### config.mk
export PLATFORM = sky130hd
export DESIGN_NAME = scan_halver_ctrl
export DESIGN_NICKNAME = d
export VERILOG_FILES = /design/src/rtl/scan_halver_ctrl.sv
export SDC_FILE = /design/constraint.sdc
export NUM_CORES = 1
export LEC_CHECK = 0
export BUFFER_PORTS_ARGS = -buffer_cell sky130_fd_sc_hd__buf_4
export CAP_MARGIN = 20
export CORE_ASPECT_RATIO = 0.9
export CORE_MARGIN = 2
export CORE_UTILIZATION = 56
export CTS_CLUSTER_SIZE = 12
export DETAILED_ROUTE_END_ITERATION = 10
export PLACE_DENSITY_LB_ADDON = 0.05
export SLEW_MARGIN = 30
export SYNTH_ARGS = -nofsm -noshare
export SYNTH_HDL_FRONTEND = slang
export SYNTH_SLANG_ARGS = --single-unit
### constraint.sdc
create_clock -name clk_sys -period 2.4 [get_ports clk_sys]
set_input_delay 0.36 -clock clk_sys [delete_from_list [all_inputs] [get_ports clk_sys]]
set_output_delay 0.36 -clock clk_sys [all_outputs]
set_load 0.02 [all_outputs]
### src/rtl/scan_halver_ctrl.sv
// Scanline buffer sequencer: stores every other source line into a ping-pong bank
// and replays it at the halved output pixel rate with regenerated video timing.
module scan_halver_ctrl #(
  parameter int ADDR_W      = 10,
  parameter int DIV_W       = 2,
  parameter int LINE_W      = 11,
  parameter int H_BLANK_ON  = 348,
  parameter int H_SYNC_ON   = 370,
  parameter int H_SYNC_OFF  = 14,
  parameter int H_BLANK_OFF = 52,
  parameter int V_BLANK_ON  = 494,
  parameter int V_SYNC_ON   = 496,
  parameter int V_SYNC_OFF  = 0,
  parameter int V_BLANK_OFF = 14
) (
  input  logic              clk_sys,
  input  logic              RESET,
  input  logic              pix_ce,
  input  logic              hs_in,
  input  logic              vs_in,
  output logic [ADDR_W-1:0] wr_addr,
  output logic              wr_bank,
  output logic              wr_en,
  output logic [ADDR_W-1:0] rd_addr,
  output logic              rd_bank,
  output logic              ce_out,
  output logic [LINE_W-1:0] line,
  output logic              HSync,
  output logic              HBlank,
  output logic              VSync,
  output logic              VBlank
);

  localparam int CNT_W = ADDR_W + DIV_W;

  logic              hs_p0, hs_p1, vs_p0, vs_p1;
  logic              hs_fall, vs_fall;
  logic              gate_p1;
  logic [ADDR_W-1:0] wr_addr_p1;
  logic [LINE_W-1:0] line_p1;
  logic [CNT_W-1:0]  rd_cnt_p1;
  logic [CNT_W-1:0]  rd_cnt_nxt;

  // Set/clear flag update; a simultaneous clear dominates.
  function automatic logic next_level(input logic cur, input logic set, input logic clr);
    if (clr) return 1'b0;
    if (set) return 1'b1;
    return cur;
  endfunction

  // Stage p0/p1: sync history for edge detection
  always_ff @(posedge clk_sys or posedge RESET) begin
    if (RESET) begin
      hs_p0 <= 1'b0;
      hs_p1 <= 1'b0;
      vs_p0 <= 1'b0;
      vs_p1 <= 1'b0;
    end else begin
      hs_p0 <= hs_in;
      hs_p1 <= hs_p0;
      vs_p0 <= vs_in;
      vs_p1 <= vs_p0;
    end
  end

  assign hs_fall = hs_p1 & ~hs_p0;
  assign vs_fall = vs_p1 & ~vs_p0;

  // Stage p1: input line counter, frame start wins over line start
  always_ff @(posedge clk_sys or posedge RESET) begin
    if (RESET) begin
      line_p1 <= '0;
    end else if (hs_fall) begin
      if (vs_fall)
        line_p1 <= '0;
      else if (line_p1 != '1)
        line_p1 <= line_p1 + LINE_W'(1);
    end
  end

  // Stage p1: write address and gate; a strobe on the line-start cycle lands at address 0
  always_ff @(posedge clk_sys or posedge RESET) begin
    if (RESET) begin
      wr_addr_p1 <= '0;
      gate_p1    <= 1'b0;
    end else if (hs_fall) begin
      wr_addr_p1 <= {{(ADDR_W-1){1'b0}}, pix_ce};
      gate_p1    <= 1'b1;
    end else if (pix_ce) begin
      if (wr_addr_p1 == '1)
        gate_p1 <= 1'b0;
      else
        wr_addr_p1 <= wr_addr_p1 + ADDR_W'(1);
    end
  end

  assign wr_addr = hs_fall ? '0 : wr_addr_p1;
  assign wr_en   = pix_ce & (gate_p1 | hs_fall) & ~line_p1[0];
  assign wr_bank = line_p1[1];
  assign rd_bank = ~line_p1[1];
  assign line    = line_p1;

  // Output line restarts only at the end of an odd input line
  always_comb begin
    rd_cnt_nxt = rd_cnt_p1;
    if (hs_fall && line_p1[0])
      rd_cnt_nxt = '0;
    else if (rd_cnt_p1 != '1)
      rd_cnt_nxt = rd_cnt_p1 + CNT_W'(1);
  end

  // Stage p1: read counter and output pixel strobe
  always_ff @(posedge clk_sys or posedge RESET) begin
    if (RESET) begin
      rd_cnt_p1 <= '0;
      ce_out    <= 1'b0;
    end else begin
      rd_cnt_p1 <= rd_cnt_nxt;
      ce_out    <= (rd_cnt_nxt[DIV_W-1:0] == '0);
    end
  end

  assign rd_addr = rd_cnt_p1[CNT_W-1:DIV_W];

  // Stage p2: timing flags registered one cycle after their compare
  always_ff @(posedge clk_sys or posedge RESET) begin
    if (RESET) begin
      HBlank <= 1'b0;
      HSync  <= 1'b0;
      VBlank <= 1'b0;
      VSync  <= 1'b0;
    end else begin
      HBlank <= next_level(HBlank, rd_addr == ADDR_W'(H_BLANK_ON), rd_addr == ADDR_W'(H_BLANK_OFF));
      HSync  <= next_level(HSync,  rd_addr == ADDR_W'(H_SYNC_ON),  rd_addr == ADDR_W'(H_SYNC_OFF));
      VBlank <= next_level(VBlank, line_p1 == LINE_W'(V_BLANK_ON), line_p1 == LINE_W'(V_BLANK_OFF));
      VSync  <= next_level(VSync,  line_p1 == LINE_W'(V_SYNC_ON),  line_p1 == LINE_W'(V_SYNC_OFF));
    end
  end

endmodule

==> metrics.md <==
| Metric | Value |
|---|---|
| Vias in the first global route | `1876` |
| Ys Warns | `0` |
| Max VDD drop | `0.529 mV` |
| Worst path required time | `2.61 ns` |
| Final ANT Viol Nets | `0` |
| Std cell rows | `23` |
| Critical path class | `reg2reg` |
| Synth Area in XOR/XNOR | `1.04%` |
| Fin nets | `310` |
| Top post-synthesis cells by count | `dfrtp_1 (43), nor2_1 (27), nand2_1 (17), a21oi_1 (15), nand3_1 (14)` |
| TritonCTS clock tree | `yes` |
| H-tree Lvls | `2` |
| Number of diodes | `0` |
| Syn Area/Cell | `9.35 um2` |
| Yosys reg bits | `43` |
| Mux contribution to synthesized area | `2.78%` |
| Syn Nets | `280` |
| Total track usage | `23.7%` |
| Top reg by flops | `rd_cnt_p1` |
| Max reg flops | `12` |
| Clock latency on the worst-skew pair | `0.29 ns` |
| Fin Setup TNS | `0 ns` |
| CP peak stage delay | `0.47 ns` |
| Cts bufs inserted | `5` |
| Adder-Cell Fraction of Synth Area | `2.48%` |
| First-pass GRT wire length | `9060 um` |
| Setup Viol. Count Final | `0` |
| Area growth, synth to finish | `14.3%` |
| Post-synth EDFFs | `0` |
| I/O pins | `44` |
| Crit path time final | `1.94 ns` |
| CP arrival | `2.16 ns` |
| Comb pwr share | `29.2%` |
| Syn Std Cell Area | `2520 um2` |
| Distinct cells, synth | `50` |
| Synth area leader | `dfrtp_1` |
| Post-DR vias/cell | `5.75` |
| Crit. End Element | `register` |
| Pin count of the biggest net entering global routing | `44` |
| Drt wl/cell | `15.1 um` |
| Core footprint | `4400 um2` |
| Most frequent cell after synthesis | `dfrtp_1` |
| Final wirelength | `5490 um` |
| Pint | `0.00134 W` |
| Final Hold Vio Count | `0` |
| Post-synth ARST share | `100%` |
| Synth top area cells | `dfrtp_1 (43%), nor2_1 (4.0%), buf_4 (3.3%)` |
| Worst path bufs/invs | `0` |
| Drt first pass iters | `4` |
| RSZ-0062 raised after global routing | `false` |
| Net Sw Power | `0.000750 W` |
| Synth Instances | `270` |
| Reg-to-Reg Start | `line[1]$_DFFE_PP0P_` |
| Congestion Overflow GR | `0` |
| Post-CTS Setup Inserts | `0` |
| Period utilisation layout | `81.0%` |
| Final Skew | `0.00562 ns` |
| Main combinational cell family by area after synthesis | `simple AND/OR/NAND/NOR gates` |
| GPL Wtd Cong | `0.885` |
| Overall via count from detail_route | `2088` |
| Die Ht | `67.7 um` |
| Total power | `0.00209 W` |
| Die Wd | `74.8 um` |
| Cells along the critical path | `ha_1, nand3_1, or3_1, or4_1, o21ai_0` |
| DRC errors left | `0` |
| Synth top area share | `42.6%` |
| DP HPWL | `3810 um` |
| Tightest Hold Check Type | `in2reg` |
| Hold_buf cts | `0` |
| CP top delay family | `simple AND/OR/NAND/NOR gates` |
| Flop pwr share | `47.2%` |
| Critical Path Start | `line[1]$_DFFE_PP0P_` |
| Number of fill cells | `387` |
| Slew @ Worst Pin | `0.536 ns` |
| Simple-gate share of the synthesized area | `29.3%` |
| Levels on crit path | `5` |
| Reg2reg path depth | `5` |
| Critical path endpoint | `line[6]$_DFFE_PP0P_` |
| Status | `finished, final reports clean` |
| Worst slew margin | `64.2%` |
| Register clock-pin slew on the reported worst setup and hold paths | `0.08 ns` |
| Sink Count | `43` |
| Clock power frac | `23.6%` |
| Root buffer cell | `clkbuf_8` |
| Port bufs | `43` |
| Initial Utilization | `57.3%` |
| Post-synth top flop | `dfrtp_1` |
| Max Clock Freq | `514 MHz` |
| Sequential area share after synthesis | `42.6%` |
| Critical path's slowest cell | `dfrtp_1` |
| Post-CTS Resized | `0` |
| Initial drt markers | `239` |
| Fin. max-slew vios | `0` |
| Reg2reg setup slack | `0.46 ns` |
| FF-to-FF End | `line[6]$_DFFE_PP0P_` |
| Die ar. | `5060 um2` |
| Switch share | `35.8%` |
| Max cap viols | `0` |
| CTS max path bufs | `2` |
| Lkg Pwr | `1.28 nW` |
| Compound-gate portion of the synthesized area | `14.0%` |
| Critical Path Source Type | `register` |
| Crit-path max FO | `8` |
| Fraction of layout cells with a size suffix above 1 | `21.6%` |
| Initial antenna violation count | `0` |
| PD cells | `726 nW/um2` |
[area by class of cell]
| class | count | area (um2) | area share [%] |
|---|---|---|---|
| flip-flops and latches | 43 | 1080 | 37.3 |
| multi-input cells | 195 | 1250 | 43.4 |
| repair buffers | 46 | 345 | 12.0 |
| clock buffers | 8 | 100 | 3.47 |
| well taps | 62 | 77.6 | 2.69 |
| inverters | 9 | 33.8 | 1.17 |
[how the worst min path moves through the flow]
stage / from / depth (start not counted) / slack [ns] / end
final: vs_in / 1 / 0.18 / vs_p0$_DFF_PP0_
after global routing: vs_in / 1 / 0.16 / vs_p0$_DFF_PP0_
after CTS: vs_in / 1 / 0.16 / vs_p0$_DFF_PP0_
after detailed placement: vs_p0$_DFF_PP0_ / 0 / 0.39 / vs_p1$_DFF_PP0_
after global placement: vs_p0$_DFF_PP0_ / 0 / 0.38 / vs_p1$_DFF_PP0_
after floorplan: vs_p0$_DFF_PP0_ / 0 / 0.37 / vs_p1$_DFF_PP0_
[cell families after synthesis]
kind of cell / Yosys count
XOR/XNOR: 3
flip-flops: 43
multiplexers: 7
buffers and inverters: 32
AND/OR/NAND/NOR: 125
adder cells (fa/ha/maj): 5
AO/OA/AOI/OAI: 55
[layout by cell type (no fill, tap or decap), types with 4 or more instances in the layout]
master and instances:
mux2i_1 7, nand4_1 7, nor2_1 27, a31oi_1 10, or3_1 4, dfrtp_1 43, nor3_1 11, a21oi_1 15
inv_1 9, buf_4 46, and2_1 9, nand2_1 17, nand2b_1 5, nand3_1 14, o21ai_0 10, ha_1 5
a211oi_1 8, and4_1 4, clkbuf_8 7
[worst register-to-register path, cell delays in order (launching register included)]
cell and delay [ns]:
dfrtp_1 0.47, ha_1 0.34, nand3_1 0.17, or3_1 0.38, or4_1 0.42, o21ai_0 0.09
[stage by stage]
step | cells | cell area (um2) | utilization, % | setup WS (ns) | hold slack (ns)
2_1_floorplan | 270 | 2520 | - | 0.539 | 0.366
3_3_place_gp | 355 | 2790 | 63.3 | 0.576 | 0.378
3_5_place_dp | 355 | 2790 | 63.3 | 0.487 | 0.389
4_1_cts | 363 | 2890 | 65.6 | 0.451 | 0.163
5_1_grt | 363 | 2890 | 65.6 | 0.326 | 0.160
6_report | 363 | 2890 | 65.6 | 0.456 | 0.178
[power groups by stage]
stage	sequential (W)	combinational (W)	clock [W]
finish	0.000989	0.000611	0.000494
global route	0.00101	0.000670	0.000542
CTS	0.000985	0.000615	0.000515
detailed placement	0.000999	0.000611	0
global placement	0.000991	0.000605	0
floorplan	0.000996	0.000417	0
[routing by layer]
layer / wire [um] / GRT usage [%] / vias up / part of all wire [%]
met2: 2420 / 33.5 / 78 / 44
met3: 351 / 6.12 / 6 / 6.4
met4: 68 / 7.59 / 0 / 1.2
met1: 2660 / 35.3 / 968 / 48
li1: - / - / 1036 / -
met5: 0 / 0 / - / 0
(Power assumes the default switching activity.)
